===== src/rtl/data_mem_arbiter.sv =====
// Two-port arbiter/sequencer in front of the cached data memory: serialises CPU and
// auxiliary requests into one-cycle memread/memwrite pulses and tracks hit/miss/timeout.
module data_mem_arbiter #(
  parameter int ADDR_W      = 14,
  parameter int ARB_MODE    = 0,
  parameter int TIMEOUT_CYC = 64,
  parameter int CNT_W       = 16
) (
  input  logic              clk,
  input  logic              rst_n,
  input  logic              r0_req,
  input  logic              r0_we,
  input  logic [ADDR_W-1:0] r0_addr,
  input  logic [31:0]       r0_wdata,
  input  logic [3:0]        r0_sign_mask,
  output logic              r0_ack,
  output logic              r0_err,
  output logic [31:0]       r0_rdata,
  input  logic              r1_req,
  input  logic              r1_we,
  input  logic [ADDR_W-1:0] r1_addr,
  input  logic [31:0]       r1_wdata,
  input  logic [3:0]        r1_sign_mask,
  output logic              r1_ack,
  output logic              r1_err,
  output logic [31:0]       r1_rdata,
  output logic [ADDR_W-1:0] mem_addr,
  output logic [31:0]       mem_wdata,
  output logic [3:0]        mem_sign_mask,
  output logic              mem_read,
  output logic              mem_write,
  input  logic [31:0]       mem_rdata,
  input  logic              mem_stall,
  output logic              busy,
  output logic              timeout_flag,
  output logic [CNT_W-1:0]  hit_cnt,
  output logic [CNT_W-1:0]  miss_cnt
);

  localparam int TW = $clog2(TIMEOUT_CYC + 1);

  typedef enum logic [1:0] {IDLE, ISSUE, RESP, WAIT} state_t;

  state_t            state_q, state_d;
  logic              gnt_q, gnt_d;
  logic              last_q, last_d;
  logic              we_q, we_d;
  logic [ADDR_W-1:0] addr_q, addr_d;
  logic [31:0]       wdata_q, wdata_d;
  logic [3:0]        mask_q, mask_d;
  logic [TW-1:0]     tcnt_q, tcnt_d;
  logic              tflag_q, tflag_d;
  logic [CNT_W-1:0]  hit_q, hit_d;
  logic [CNT_W-1:0]  miss_q, miss_d;

  logic              pick1;
  logic              ack;
  logic              err;
  logic [31:0]       rdata;

  // Round-robin hands a contested slot to the port not granted last time.
  always_comb begin
    pick1 = 1'b0;
    if (ARB_MODE == 1) begin
      pick1 = ~r0_req;
    end else if (r0_req && r1_req) begin
      pick1 = ~last_q;
    end else begin
      pick1 = r1_req;
    end
  end

  always_comb begin
    state_d   = state_q;
    gnt_d     = gnt_q;
    last_d    = last_q;
    we_d      = we_q;
    addr_d    = addr_q;
    wdata_d   = wdata_q;
    mask_d    = mask_q;
    tcnt_d    = tcnt_q;
    tflag_d   = tflag_q;
    hit_d     = hit_q;
    miss_d    = miss_q;
    ack       = 1'b0;
    err       = 1'b0;
    rdata     = '0;
    mem_read  = 1'b0;
    mem_write = 1'b0;
    unique case (state_q)
      IDLE: begin
        // A stall still high here belongs to an earlier command, so hold off.
        if (!mem_stall && (r0_req || r1_req)) begin
          gnt_d   = pick1;
          last_d  = pick1;
          we_d    = pick1 ? r1_we        : r0_we;
          addr_d  = pick1 ? r1_addr      : r0_addr;
          wdata_d = pick1 ? r1_wdata     : r0_wdata;
          mask_d  = pick1 ? r1_sign_mask : r0_sign_mask;
          state_d = ISSUE;
        end
      end
      ISSUE: begin
        mem_read  = ~we_q;
        mem_write = we_q;
        state_d   = RESP;
      end
      RESP: begin
        if (!mem_stall) begin
          ack     = 1'b1;
          rdata   = mem_rdata;
          state_d = IDLE;
          if (hit_q != {CNT_W{1'b1}}) hit_d = hit_q + CNT_W'(1);
        end else begin
          tcnt_d  = TW'(1);
          state_d = WAIT;
        end
      end
      WAIT: begin
        if (!mem_stall) begin
          ack     = 1'b1;
          rdata   = mem_rdata;
          state_d = IDLE;
          if (miss_q != {CNT_W{1'b1}}) miss_d = miss_q + CNT_W'(1);
        end else if (tcnt_q == TW'(TIMEOUT_CYC - 1)) begin
          ack     = 1'b1;
          err     = 1'b1;
          tflag_d = 1'b1;
          state_d = IDLE;
        end else begin
          tcnt_d = tcnt_q + TW'(1);
        end
      end
      default: state_d = IDLE;
    endcase
  end

  always_ff @(posedge clk or negedge rst_n) begin
    if (!rst_n) begin
      state_q <= IDLE;
      gnt_q   <= 1'b0;
      last_q  <= 1'b1;
      we_q    <= 1'b0;
      addr_q  <= '0;
      wdata_q <= '0;
      mask_q  <= '0;
      tcnt_q  <= '0;
      tflag_q <= 1'b0;
      hit_q   <= '0;
      miss_q  <= '0;
    end else begin
      state_q <= state_d;
      gnt_q   <= gnt_d;
      last_q  <= last_d;
      we_q    <= we_d;
      addr_q  <= addr_d;
      wdata_q <= wdata_d;
      mask_q  <= mask_d;
      tcnt_q  <= tcnt_d;
      tflag_q <= tflag_d;
      hit_q   <= hit_d;
      miss_q  <= miss_d;
    end
  end

  // Completion is steered only to the granted port; the other port sees zeros.
  assign r0_ack   = ack & ~gnt_q;
  assign r1_ack   = ack &  gnt_q;
  assign r0_err   = err & ~gnt_q;
  assign r1_err   = err &  gnt_q;
  assign r0_rdata = gnt_q ? 32'd0 : rdata;
  assign r1_rdata = gnt_q ? rdata : 32'd0;

  assign mem_addr      = addr_q;
  assign mem_wdata     = wdata_q;
  assign mem_sign_mask = mask_q;
  assign busy          = (state_q != IDLE);
  assign timeout_flag  = tflag_q;
  assign hit_cnt       = hit_q;
  assign miss_cnt      = miss_q;

endmodule


===== config.mk =====
export PLATFORM = sky130hd
export DESIGN_NAME = data_mem_arbiter
export DESIGN_NICKNAME = d
export VERILOG_FILES = /design/src/rtl/data_mem_arbiter.sv
export SDC_FILE = /design/constraint.sdc
export NUM_CORES = 1
export LEC_CHECK = 0
export CAP_MARGIN = 0
export CORE_ASPECT_RATIO = 1.4
export CORE_UTILIZATION = 28
export CTS_CLUSTER_DIAMETER = 200
export DETAILED_ROUTE_END_ITERATION = 7
export MAX_ROUTING_LAYER = met4
export SLEW_MARGIN = 20
export SYNTH_ARGS = -nofsm -noshare
export SYNTH_HDL_FRONTEND = slang
export SYNTH_SLANG_ARGS = --single-unit

===== constraint.sdc =====
create_clock -name clk -period 2.8 [get_ports clk]
set_input_delay 0.56 -clock clk [delete_from_list [all_inputs] [get_ports clk]]
set_output_delay 0.56 -clock clk [all_outputs]
set_load 0.03 [all_outputs]

==> run_results.csv, run 1 <==
group,metric,value,unit
run_status,outcome,"finished, final reports clean",
timing,timing_hold_violations_final,0,
clocking,clock_tree_from_tritoncts,"yes",
clocking,clkSlewWorstSetupHoldPaths,70,ps
timing,grt_setup_unrepaired,"false",
timing,fin_worst_hold_slack,135,ps
hold_path,min-delay-path-class,"in -> async",
worst_setup_path,crit_path_max_fanout,4,
final_layout,drive_gt1_frac,0.147,
timing,max_freq,385,MHz
floorplanning,floorplan_die_height,161,µm
timing,timing.max_slew.rel_slack,0.260,
power_and_ir_drop,p_seq_frac,0.301,
timing,setup_viol,0,
grt,grt_first_pass_wirelength,28.0,mm
synthesis,synth.lib_cells_used.distinct,48,
clocking,cts.htree.levels,3,
power_and_ir_drop,power.combinational.fraction,0.546,
synthesis,synthesized_flop_and_latch_total,95,
power_and_ir_drop,power.net_switching,3.25,mW
synthesis,synth_top_area_cell,"sky130_fd_sc_hd__dfrtp_1",
timing,worst_pin_slew,1100,ps
clocking,max-clock-path-buffers,2,
clocking,clkLatencyLatePin,340,ps
power_and_ir_drop,clock_power_share,0.154,
timing,fin_worst_skew,9.11,ps
timing,layout_worst_path_cycle_share,0.927,
power_and_ir_drop,powerDensity,856,mW/mm²
drt,first_iter_violations,153,
place,dp_hpwl,15.2,mm
floorplanning,die_w,115,µm
worst_setup_path,kind_of_start_point_of_the_critical_path,"register",
drt,antenna_violating_nets_post_route,0,
synthesis,synthDominantCellAreaShare,0.466,
grt,grt_use_total,0.209,
final_layout,filler_cell_count,1613,
drt,vias,4848,
clocking,post_cts_buffers,0,
power_and_ir_drop,static-leakage-power,3.81,nW
synthesis,synth_enable_flop_cells,0,
worst_setup_path,cp_class,"reg -> out",
place,worst_setup_timing_slack_at_the_placement_stage,44.6,ps
drt,drc,0,
floorplanning,start_util,0.289,
drt,route.detailed.wl_per_inst,18.0,µm
synthesis,postSynth.asyncResetShare,1.00,
place,placer_s_final_routability_congestion_estimate,0.841,
synthesis,synth_nets,652,
worst_setup_path,timing.critical_path.arrival,2030,ps
clocking,cts.hold.buffers_added,0,
synthesis,ys_seq_area_frac,0.471,
timing,timing.final.ws_setup,205,ps
synthesis,synth_commonest_cells,"sky130_fd_sc_hd__dfrtp_1 (94), sky130_fd_sc_hd__nor2_1 (69), sky130_fd_sc_hd__and2_1 (68), sky130_fd_sc_hd__a21oi_1 (58), sky130_fd_sc_hd__mux2i_1 (51)",
power_and_ir_drop,netSwitchingFraction,0.434,
timing,period_needed,2590,ps
place,io_buffer_count,292,
synthesis,synth.avg_cell_area,9.89,µm²
floorplanning,io_pins,293,
power_and_ir_drop,power.ir.vdd_worst,363,µV
grt,number_of_antenna_violations_at_the_first_check_in_global_routing,1,
drt,drt-pass1-iter-count,4,
synthesis,postSynthCellCount,510,
synthesis,synth.top_cells.by_area,"sky130_fd_sc_hd__dfrtp_1 (47%), sky130_fd_sc_hd__mux2i_1 (10%), sky130_fd_sc_hd__and2_1 (8.4%), sky130_fd_sc_hd__a21oi_1 (5.8%), sky130_fd_sc_hd__nor2_1 (5.1%)",
worst_setup_path,cp_data_required_time,2240,ps
worst_setup_path,crit_path_top_delay_cell,"sky130_fd_sc_hd__dfrtp_1",
job,cap_viol_max_count,0,
synthesis,yosys_warnings,0,
worst_setup_path,timing.critical_path.cells,"ha_1, and4_1, nand3_1, a21boi_1, and2_1, buf_12",
final_layout,area.growth.synth_to_final,73.3,%
floorplanning,area_of_the_die,0.0186,mm²
final_layout,final_net_count,939,
synthesis,post-synth-top-count-cell,"sky130_fd_sc_hd__dfrtp_1",
floorplanning,core_area,0.0175,mm²
final_layout,sequential_cell_area,0.00238,mm²
worst_setup_path,maximum_cell_stage_delay_along_the_critical_path,400,ps
grt,largest_net_degree_at_the_start_of_global_routing,101,
final_layout,multi_input_area,0.00252,mm²
grt,first_global_vias,5083,
timing,setup_total_negative_slack,0,ps
clocking,cts_made_buffers,9,
clocking,clock-sinks,95,
floorplanning,placementRows,57,
worst_setup_path,cp-end-kind,"output pin",
power_and_ir_drop,power.internal,4.23,mW
synthesis,ys_dominant_reg_cell,"sky130_fd_sc_hd__dfrtp_1",
clocking,cts.root.buffer_cell,"sky130_fd_sc_hd__clkbuf_16",
drt,drt_wl_total,18.7,mm
drt,drt-vias-per-instance,4.67,
synthesis,syn_area,0.00504,mm²
grt,grt_overflow_total,0,
timing,drv_slew,0,
-- metrics by stage --
stage          instance area, µm²   util  std cells  power, mW
2_1_floorplan                5040      -        510       4.42
3_3_place_gp                 8460  0.484       1022       6.33
3_5_place_dp                 8460  0.484       1022       6.39
4_1_cts                      8730  0.500       1038       7.59
5_1_grt                      8740  0.500       1039       7.91
6_report                     8740  0.500       1039       7.49
-- critical path, delay by kind of cell, from the launching register on --
kind | cells | cell delay, ps
AO/OA/AOI/OAI | 1 | 340
adder cells (fa/ha/maj) | 1 | 250
buffers and inverters | 1 | 130
flip-flops | 1 | 400
AND/OR/NAND/NOR | 3 | 570
-- final cells by class --
class                           count  share of cell area
Antenna cell                        1            0.000286
Clock buffer                       10              0.0262
Clock inverter                      6             0.00515
Inverter                            7             0.00301
Multi-Input combinational cell    379               0.288
Sequential cell                    95               0.272
Tap cell                          236              0.0338
Timing Repair Buffer              305               0.372
-- power groups by stage --
stage	clock network [mW]	registers, mW	logic, mW
3_3_place_gp	0	2.24	4.09
5_1_grt	1.26	2.32	4.33
2_1_floorplan	0	3.01	1.41
6_report	1.15	2.25	4.08
3_5_place_dp	0	2.26	4.13
4_1_cts	1.20	2.25	4.14
-- routing by layer --
metal  wire length, µm  track usage  share of wire  vias to the layer above
met5                 0            -              0                        -
met4               378       0.0702          0.020                        0
met3              1020       0.0457          0.055                       17
met2             10900        0.404           0.58                      192
met1              6440        0.199           0.34                     2311
li1                  -            -              -                     2328
-- timing repair --
| action | 4_1_cts | 5_1_grt |
|---|---|---|
| cloned | 0 | 0 |
| pin swaps | 0 | 0 |
| endpoints found under the hold margin | 0 | 0 |
| endpoints found under the setup margin | 2 | 1 |
| gates resized for setup | 1 | 1 |
-- kinds of logic (layout without fill, tap and decap cells) --
kind of cell	Yosys count	count (layout)	synth area share
simple gates	218	218	0.244
fa+ha+maj	3	3	0.00744
mux	55	55	0.111
xor+xnor	27	27	0.0469
flops	95	95	0.471
compound gates	76	76	0.0846
buf+inv	36	328	0.0347
other cells	0	1	0
-- state kept, by name, summed over array words and instances, names as in the netlist --
signal / count
gnt_q: 1
hit_cnt: 16
last_q: 1
mem_addr: 14
mem_sign_mask: 4
mem_wdata: 32
miss_cnt: 16
state_q: 2
tcnt_q: 7
timeout_flag: 1
we_q: 1
-- cells in the final DEF, fill, tap and decap left out, types with 3 or more instances in the layout --
cell type and count:
sky130_fd_sc_hd__a21oi_1 58, sky130_fd_sc_hd__and2_1 68, sky130_fd_sc_hd__and3_1 3, sky130_fd_sc_hd__and4_1 3, sky130_fd_sc_hd__buf_12 32, sky130_fd_sc_hd__buf_4 50
sky130_fd_sc_hd__clkbuf_16 9, sky130_fd_sc_hd__clkdlybuf4s50_1 223, sky130_fd_sc_hd__clkinvlp_4 3, sky130_fd_sc_hd__dfrtp_1 94, sky130_fd_sc_hd__ha_1 3, sky130_fd_sc_hd__inv_1 7
sky130_fd_sc_hd__mux2i_1 51, sky130_fd_sc_hd__nand2_1 14, sky130_fd_sc_hd__nand2b_1 3, sky130_fd_sc_hd__nand3_1 10, sky130_fd_sc_hd__nand4_1 12, sky130_fd_sc_hd__nor2_1 69
sky130_fd_sc_hd__nor3_1 11, sky130_fd_sc_hd__nor3b_2 3, sky130_fd_sc_hd__nor4_1 4, sky130_fd_sc_hd__o21ai_0 4, sky130_fd_sc_hd__xnor2_1 6, sky130_fd_sc_hd__xor2_1 21
-- path summary, 6_finish.rpt --
path | slack (ps) | endpoint | cells after the start | from
min | 140 | mem_wdata[7] | 1 | rst_n
max in group asynchronous | 1980 | miss_cnt[4] | 2 | rst_n
max reg2reg | 490 | hit_cnt[1] | 4 | hit_cnt[0]
max | 210 | r0_ack | 6 | tcnt_q[0]
min in group clk | 500 | miss_cnt[15] | 1 | miss_cnt[15]
min reg2reg | 500 | miss_cnt[15] | 1 | miss_cnt[15]
Note: power is estimated with default switching activity, not from simulation.
==> run 2: changes to the inputs <==
--- a/config.mk
+++ b/config.mk
@@ -10,6 +10,7 @@
 export CORE_UTILIZATION = 28
 export CTS_CLUSTER_DIAMETER = 200
 export DETAILED_ROUTE_END_ITERATION = 7
+export GPL_TIMING_DRIVEN = 1
 export MAX_ROUTING_LAYER = met4
 export SLEW_MARGIN = 20
 export SYNTH_ARGS = -nofsm -noshare
==> results of run 2 <==
Final layout, timing and power as in run 1 (identical DEF).
